$ cat config.mk
export PLATFORM = sky130hd
export DESIGN_NAME = bcd_to_bin
export DESIGN_NICKNAME = d
export VERILOG_FILES = /design/src/rtl/bcd_pkg.sv /design/src/rtl/sub3_digit.sv /design/src/rtl/bcd_to_bin.sv
export SDC_FILE = /design/constraint.sdc
export NUM_CORES = 1
export LEC_CHECK = 0
export BUFFER_PORTS_ARGS = -buffer_cell sky130_fd_sc_hd__buf_4
export CAP_MARGIN = 0
export CORE_ASPECT_RATIO = 0.8
export CORE_MARGIN = 4
export CORE_UTILIZATION = 39
export CTS_CLUSTER_DIAMETER = 80
export DETAILED_ROUTE_END_ITERATION = 8
export HOLD_SLACK_MARGIN = 0.02
export SKIP_LAST_GASP = 1
export SYNTH_ARGS = -nofsm -noshare
export SYNTH_HDL_FRONTEND = slang
export SYNTH_SLANG_ARGS = --single-unit
$ cat constraint.sdc
create_clock -name clk -period 1.3 [get_ports clk]
set_input_delay 0.13 -clock clk [delete_from_list [all_inputs] [get_ports clk]]
set_output_delay 0.13 -clock clk [all_outputs]
set_load 0.03 [all_outputs]
$ cat src/rtl/bcd_pkg.sv
// ============================================================================
// Module      : bcd_pkg
// Description : Shared BCD constants and converter state encoding.
// Revision    : 1.0 - initial release
// ============================================================================
`default_nettype none

package bcd_pkg;

    localparam int          BCD_DIGIT_W    = 4;
    localparam logic [3:0]  BCD_SUB_THRESH = 4'd8;
    localparam logic [3:0]  BCD_SUB_VAL    = 4'd3;

    typedef enum logic [0:0] {
        IDLE = 1'b0,
        RUN  = 1'b1
    } bcd_conv_state_t;

endpackage

`default_nettype wire

$ cat src/rtl/sub3_digit.sv
// ============================================================================
// Module      : sub3_digit
// Description : Reverse double-dabble correction cell: subtract 3 when >= 8.
// Revision    : 1.0 - initial release
// ============================================================================
`default_nettype none

module sub3_digit
    import bcd_pkg::*;
(
    input  logic [BCD_DIGIT_W-1:0] i_digit,
    output logic [BCD_DIGIT_W-1:0] o_digit
);

    assign o_digit = (i_digit >= BCD_SUB_THRESH) ? (i_digit - BCD_SUB_VAL) : i_digit;

endmodule

`default_nettype wire

$ cat src/rtl/bcd_to_bin.sv
// ============================================================================
// Module      : bcd_to_bin
// Description : Sequential packed-BCD to binary converter (shift right, sub 3).
// Revision    : 1.0 - initial release
// ============================================================================
`default_nettype none

module bcd_to_bin
    import bcd_pkg::*;
#(
    parameter int DIGITS = 3,
    parameter int WIDTH  = 10
) (
    input  logic                          clk,
    input  logic                          rst,
    input  logic                          start,
    input  logic [BCD_DIGIT_W*DIGITS-1:0] bcd,
    output logic                          busy,
    output logic                          done,
    output logic [WIDTH-1:0]              bin,
    output logic                          err
);

    localparam int c_bcd_w  = BCD_DIGIT_W * DIGITS;
    localparam int c_work_w = c_bcd_w + WIDTH;
    localparam int c_cnt_w  = $clog2(WIDTH + 1);
    localparam logic [c_cnt_w-1:0] c_last_iter = c_cnt_w'(WIDTH - 1);

    bcd_conv_state_t      r_state;
    bcd_conv_state_t      w_state_next;
    logic [c_work_w-1:0]  r_work;
    logic [c_work_w-1:0]  w_shift;
    logic [c_work_w-1:0]  w_next;
    logic [c_cnt_w-1:0]   r_cnt;
    logic [DIGITS-1:0]    w_digit_bad;
    logic                 r_err_lat;
    logic                 r_done;
    logic [WIDTH-1:0]     r_bin;
    logic                 r_err;
    logic                 w_accept;
    logic                 w_last;

    assign w_accept = (r_state == IDLE) && start;
    assign w_last   = (r_state == RUN) && (r_cnt == c_last_iter);

    // Correction applies to the BCD fields only, after the shift.
    assign w_shift = r_work >> 1;
    assign w_next[WIDTH-1:0] = w_shift[WIDTH-1:0];

    for (genvar gi = 0; gi < DIGITS; gi++) begin : g_digit
        sub3_digit u_sub3 (
            .i_digit (w_shift[WIDTH + BCD_DIGIT_W*gi +: BCD_DIGIT_W]),
            .o_digit (w_next [WIDTH + BCD_DIGIT_W*gi +: BCD_DIGIT_W])
        );
        assign w_digit_bad[gi] = (bcd[BCD_DIGIT_W*gi +: BCD_DIGIT_W] > 4'd9);
    end

    always_ff @(posedge clk) begin
        if (rst) begin
            r_state <= IDLE;
        end else begin
            r_state <= w_state_next;
        end
    end

    always_comb begin
        w_state_next = r_state;
        case (r_state)
            IDLE:    if (start)  w_state_next = RUN;
            RUN:     if (w_last) w_state_next = IDLE;
            default: w_state_next = IDLE;
        endcase
    end

    always_comb begin
        busy = (r_state == RUN);
        done = r_done;
        bin  = r_bin;
        err  = r_err;
    end

    always_ff @(posedge clk) begin
        if (rst) begin
            r_work    <= '0;
            r_cnt     <= '0;
            r_err_lat <= 1'b0;
            r_done    <= 1'b0;
            r_bin     <= '0;
            r_err     <= 1'b0;
        end else begin
            r_done <= 1'b0;
            if (w_accept) begin
                r_work    <= {bcd, {WIDTH{1'b0}}};
                r_err_lat <= |w_digit_bad;
                r_cnt     <= '0;
            end else if (r_state == RUN) begin
                r_work <= w_next;
                r_cnt  <= r_cnt + 1'b1;
                if (w_last) begin
                    r_done <= 1'b1;
                    r_bin  <= r_err_lat ? '0 : w_next[WIDTH-1:0];
                    r_err  <= r_err_lat;
                end
            end
        end
    end

endmodule

`default_nettype wire
==> out/metrics.cfg, run 1 <==
[synth]
syn-num-nets=180
ys_ff_latch=39
yosys.area.top_type=dfxtp_1
ys_seq_area_share_pct=46.4
synthTopCellsByArea=dfxtp_1, mux2i_1, a211oi_1
syn_area_um2=1680
yosysWarnings=0
synth_cell_types=32
yosysTopAreaCellShare_pct=46.4
synth.avg_cell_area_um2=10.6
syn-instance-count=159

[drt]
vias=1247
drcViolationCount=0
ant_nets=0
drtPass1Iterations=4
detail_route.iter0.violations=76
detail_route.wl_per_cell_um=14.0
drt-total-wl_mm=3.45
viasPerCell=5.05

[power_and_ir_drop]
p_comb_share_pct=11.1
switching_share_pct=25.8
clkPwrFrac_pct=34.2
ir_worst_vdd_mv=0.588
p_int_uw=1740
p_leak_uw=0.000863
power_switching_uw=606
power.density_nw_per_um2=1140
p_seq_share_pct=54.7

[final_layout]
multi_input_area_um2=836
postLayoutCoreUtil_pct=49.3
nFillCells=389
regArea_um2=786
drive_above_1_share_pct=29.5
final_cell_area_um2=2060
area_growth_pct=22.4
nets=210
num_antenna_cells=0

[place]
place_congestion=0.752
pre_cts_ws_ns=-0.00683
dpl_cell_area_um2=1920
port-buffer-count=27
hpwlAfterDp_mm=2.48

[clock_tree]
cts_hold_buf=0
clk_pin_slew_worst_paths_ns=0.08
clock_latency_ns=0.29
clk_path_buf_depth=2
tritoncts=built
numCtsBuffers=5
htreeDepth=2
cts.sinks=39
cts_root_buf=clkbuf_8

[worst_setup_path]
ff2ff_path_depth=5
worst-r2r-setup-slack_ns=0.05
timing.rr.start=r_cnt[1]
crit_path_start=r_cnt[1]
rr_endpoint=bin[6]
worst_ep_required_time_ns=1.48
crit_arrival_ns=1.43
startpoint_type=flip-flop
cp-end-kind=flip-flop
criticalPathCategory=reg -> reg
crit_fanout=6

[job]
cap_violations=0

[floorplanning]
chipWidth_um=81.5
num_io_pins=28
row_count=21
start_util_pct=40.3
fp.dieArea_um2=5440
fp.dieH_um=66.8
core_um2=4180

[global_routing]
grt-ovfl-total=0
antenna_found_initial=0
grt_pass1_vias=1315
grt_pass1_wl_mm=5.91
groute.usage.overall_pct=14.3
grt_max_degree=20

[worst_hold_path]
holdPathEnd=r_work[21]
hp-start=bcd[11]
hold_path_depth=3
hold_class=in -> reg

[sta]
skew_ns=0.00677
fin_crit_sh_pct=96.1
final-hold-violation-count=0
slew_headroom_pct=81.0
period_needed_ns=1.25
worst_slack_ns=0.0501
fmax_mhz=800
rsz0062_at_grt=yes
slew_viol_final=0
worstMarginPinSlew_ns=0.283
setup-violations-final=0

[run_status]
outcome=finished clean

-- cells in the final DEF, fill, tap and decap left out --
cell	n
dfxtp_1	35
buf_4	30
nor2_1	20
mux2i_1	17
a211oi_1	12
a22o_1	10
nor2b_1	7
inv_1	5
ha_1	5
clkbuf_8	5
xnor2_1	4
o21ai_0	4
dfxtp_2	4
mux2_2	3
nand2_1	2
xor2_1	2
nor2b_4	2
nor3_1	2
a311oi_1	2
clkinvlp_4	2
nor2b_2	1
or2_4	1
nand4b_4	1
nor3_4	1
o21a_1	1
nand4_1	1
and4_1	1
inv_2	1
nor3b_1	1
a2111oi_2	1
or3_1	1
a21oi_1	1
o22a_1	1
ha_2	1
clkinv_2	1
buf_6	1
buf_12	1
-- critical path, cell delays in order (launching register included) --
cell	delay [ns]
dfxtp_2	0.34
inv_1	0.05
ha_2	0.18
nand4b_4	0.14
nor2b_4	0.19
a22o_1	0.24
-- cells in the mapped netlist --
cell type / n
a2111oi_2: 1
a211oi_1: 12
a21oi_1: 1
a22o_1: 10
a311oi_1: 2
and4_1: 1
buf_2: 4
buf_4: 3
buf_6: 2
clkbuf_1: 1
dfxtp_1: 39
ha_1: 6
inv_1: 5
inv_2: 1
mux2_2: 3
mux2i_1: 17
nand2_1: 2
nand4_1: 1
nand4b_4: 1
nor2_1: 20
nor2b_1: 8
nor2b_2: 1
nor3_1: 2
nor3_4: 1
nor3b_1: 1
o21a_1: 1
o21ai_0: 4
o22a_1: 1
or2_4: 1
or3_1: 1
xnor2_1: 4
xor2_1: 2
-- metal layers --
layer	GRT usage, %	share of wire [%]	up-vias
met5	0	0	-
met4	5.70	1.2	0
met3	3.65	2.8	5
met2	23.2	48	14
met1	18.0	48	607
li1	-	-	621
-- logic make-up (layout without fill, tap and decap cells) --
| family | after synthesis | after routing | share of synthesized area, % |
|---|---|---|---|
| compound gates | 32 | 32 | 14.9 |
| xor+xnor | 6 | 6 | 3.12 |
| fa+ha+maj | 6 | 6 | 4.46 |
| buf+inv | 16 | 46 | 5.42 |
| flops | 39 | 39 | 46.4 |
| mux | 20 | 20 | 12.1 |
| simple gates | 40 | 41 | 13.6 |
-- sequential cells by signal, indices dropped and copies added (netlist names) --
register	flops
r_err_lat	1
bin	10
r_work	21
r_cnt	4
err	1
busy	1
done	1
-- what timing repair did --
action                                  CTS  global route
resized for setup                         1             3
gates cloned                              1             0
endpoints found under the setup margin   11            13
setup buffers                             2             0
endpoints found under the hold margin     0             0
pin swaps                                 1             1
-- cell type report --
type / count / share of cell area [%]
clock buffers: 5 / 3.34
clock inverters: 3 / 0.971
inverters: 6 / 1.09
multi-input cells: 105 / 40.6
flip-flops and latches: 39 / 38.1
well taps: 57 / 3.46
repair buffers: 32 / 12.4
-- power by group through the flow --
stage	combinational [µW]	clock [µW]	sequential, µW
finish	261	802	1280
detailed placement	257	0	1310
floorplan	197	0	1300
global placement	247	0	1310
global route	291	883	1290
CTS	263	829	1280
-- how the worst max path moves through the flow --
stage	endpoint	slack, ns
finish	bin[6]	0.05
detailed placement	bin[6]	-0.007
CTS	bin[6]	0.005
floorplan	bin[0]	0.002
global route	bin[6]	-0.01
global placement	bin[0]	0.05
-- through the flow --
step	hold WS (ns)	instances	TNS, ns	power (µW)
after global routing	0.227	247	-0.0215	2460
after global placement	0.440	236	0	1560
final	0.180	247	0	2350
after detailed placement	0.472	236	-0.0229	1570
after floorplan	0.325	159	0	1500
after CTS	0.168	247	0	2370
Note: power is estimated with default switching activity, not from simulation.
==> run 2, diff against run 1 <==
Settings changed: ABC_AREA set to 1, SYNTH_HIERARCHICAL set to 1.
==> out/metrics.cfg, run 2 <==
[final_layout]
num_antenna_cells=0  ; unchanged
largest_reg_flops=21  ; unchanged
area_growth_pct=25.4
nets=340  ; +62%
drive_above_1_share_pct=20.8  ; -8.7 points
final_common_cell=nand2_1
largest_register=r_work
nFillCells=479  ; +23%
final_cell_mix=nand2_1, buf_4, inv_1, dfxtp_1, nand3_1
postLayoutCoreUtil_pct=51.3  ; +1.9 points

[worst_hold_path]
hold_class=in -> reg

[clock_tree]
clk_path_buf_depth=2  ; unchanged
cts_root_buf=clkbuf_8
clock_latency_ns=0.29  ; about the same
htreeDepth=2  ; unchanged
clk_pin_slew_worst_paths_ns=0.07  ; about the same
numCtsBuffers=5  ; unchanged
cts.sinks=39  ; unchanged
cts_hold_buf=0  ; unchanged
tritoncts=built

[synth]
ys_ff_latch=39  ; unchanged
async_reset_ff_share_pct=0  ; unchanged
yosysTopAreaCellShare_pct=41.1  ; -5.3 points
synth_cell_types=21  ; -34%
synth_ff_type=dfxtp_1
yosys.cell_count.top_type=nand2_1
synthTopCellsByArea=dfxtp_1, nand2_1, inv_1
synth.avg_cell_area_um2=6.99  ; -34%
synth_edf_count=0  ; unchanged
synth_common_cells=nand2_1, dfxtp_1, inv_1, nand3_1, a21oi_1
syn-instance-count=272  ; +71%
ys_seq_area_share_pct=41.1  ; -5.3 points
yosysWarnings=6  ; +6
yosys.area.top_type=dfxtp_1
syn_area_um2=1900  ; +13%

[drt]
viasPerCell=4.57  ; -9.5%
wl_met1_mm=2.11  ; +27%
ant_nets=0  ; unchanged
detail_route.wl_per_cell_um=11.3  ; -19%
drt-total-wl_mm=4.25  ; +23%
top_layer_used=met4
wl_met2_mm=1.89  ; +15%
vias=1722  ; +38%
dr_wl_met3_um=194  ; +100%
drcViolationCount=0  ; unchanged
detail_route.iter0.violations=88  ; +16%
drtPass1Iterations=4  ; unchanged

[sta]
period_needed_ns=1.30  ; +0.0532 ns
setup-violations-final=1  ; +1
final-hold-violation-count=0  ; unchanged
slew_viol_final=0  ; unchanged
fin_crit_sh_pct=100  ; +4.1 points
fin_hold_ws_ns=0.0824  ; -0.0974 ns
rsz0062_at_grt=yes
worst_slack_ns=-0.00313  ; -0.0532 ns
fmax_mhz=767  ; -4.1%
skew_ns=0.00377  ; -0.00300 ns

[worst_setup_path]
worst_ep_required_time_ns=1.48  ; about the same
crit_arrival_ns=1.48  ; +0.05 ns
crit_fanout=6  ; unchanged
cp-end-kind=flip-flop
criticalPathCategory=reg -> reg
startpoint_type=flip-flop

[global_routing]
grt_pass1_wl_mm=6.78  ; +15%
groute.usage.overall_pct=14.0  ; -0.24 points
grt_pass1_vias=1503  ; +14%
antenna_found_initial=0  ; unchanged
grt-ovfl-total=0  ; unchanged
grt_max_degree=14  ; -30%

[place]
hpwlAfterDp_mm=2.87  ; +16%
pre_cts_ws_ns=0.00525  ; +0.0121 ns
place_congestion=0.761  ; +1.3%
port-buffer-count=27  ; unchanged

[run_status]
outcome=complete, but fails checks
violations=negative setup slack

[power_and_ir_drop]
switching_share_pct=26.4  ; +0.55 points
power.density_nw_per_um2=1020  ; -10%
power_switching_uw=642  ; +5.8%
p_leak_uw=0.00118  ; +37%
p_int_uw=1790  ; +2.8%
ir_worst_vdd_mv=0.508  ; -14%
clkPwrFrac_pct=34.0  ; -0.2 points
p_seq_share_pct=52.5  ; -2.2 points
p_comb_share_pct=13.5  ; +2.4 points

[floorplanning]
row_count=22  ; +4.8%
fp.dieH_um=70.5  ; +5.5%
num_io_pins=28  ; unchanged
core_um2=4650  ; +11%
chipWidth_um=86.1  ; +5.7%
start_util_pct=40.9  ; +0.57 points
fp.dieArea_um2=6060  ; +11%

[job]
cap_violations=0  ; unchanged

[run 2: kinds of logic (layout without fill, tap and decap cells)]
logic type	after synthesis	count (layout)	synth area share, %
AO/OA/AOI/OAI	24	24	7.63
XOR/XNOR	3	3	1.38
adder cells (fa/ha/maj)	8	8	5.26
buffers and inverters	49	88	11.2
flip-flops	39	39	41.1
other	1	6	0.197
AND/OR/NAND/NOR	148	149	33.2
[run 2: layout make-up]
| type | count | area (µm²) | share of cell area, % |
|---|---|---|---|
| multi-input cells | 190 | 962 | 40.3 |
| flip-flops and latches | 39 | 790 | 33.1 |
| repair buffers | 39 | 305 | 12.8 |
| inverters | 41 | 158 | 6.61 |
| clock buffers | 6 | 82.6 | 3.46 |
| well taps | 60 | 75.1 | 3.15 |
| repair inverters | 1 | 7.51 | 0.315 |
| clock inverters | 1 | 5.00 | 0.210 |
[run 2: repair_timing]
item,4_1_cts,5_1_grt
gates resized for setup,1,15
cloned,0,2
endpoints found under the setup margin,1,13
pin swaps,0,5
buffers inserted,0,1
[run 2: power groups by stage]
stage	Sequential, µW	Clock, µW	Combinational (µW)
global placement	1300	0	308
global route	1280	902	372
finish	1280	827	327
CTS	1270	856	311
floorplan	1290	0	204
detailed placement	1300	0	310
[run 2: through the flow]
step / power [µW] / setup TNS [ns] / area, µm² / std cells
floorplan: 1500 / 0 / 1920 / 277
global placement: 1610 / 0 / 2220 / 367
detailed placement: 1610 / 0 / 2220 / 367
CTS: 2440 / 0 / 2310 / 374
global route: 2560 / -0.362 / 2380 / 377
finish: 2430 / -0.00313 / 2380 / 377
[run 2: critical path, cell delays in order (launching register included)]
cell and delay [ns]:
dfxtp_2 0.33, inv_2 0.08, ha_4 0.14, nand4_4 0.12, nand2_4 0.15, clkinvlp_4 0.20, nand2_1 0.12, nand2_1 0.06
[run 2: routing by layer]
layer / vias to the layer above / track usage, %
met1: 770 / 19.0
met2: 29 / 21.3
met4: 0 / 4.75
li1: 916 / -
met5: - / 0
met3: 7 / 3.89
[run 2: path summary, 6_finish.rpt]
check                              start  slack, ns        end  cells past startpoint
worst max-delay path            r_cnt[1]     -0.003     bin[6]                      7
worst min-delay path                 rst       0.08  r_err_lat                      2
worst max register to register  r_cnt[1]     -0.003     bin[6]                      7
worst min register to register    bin[3]       0.46     bin[3]                      2
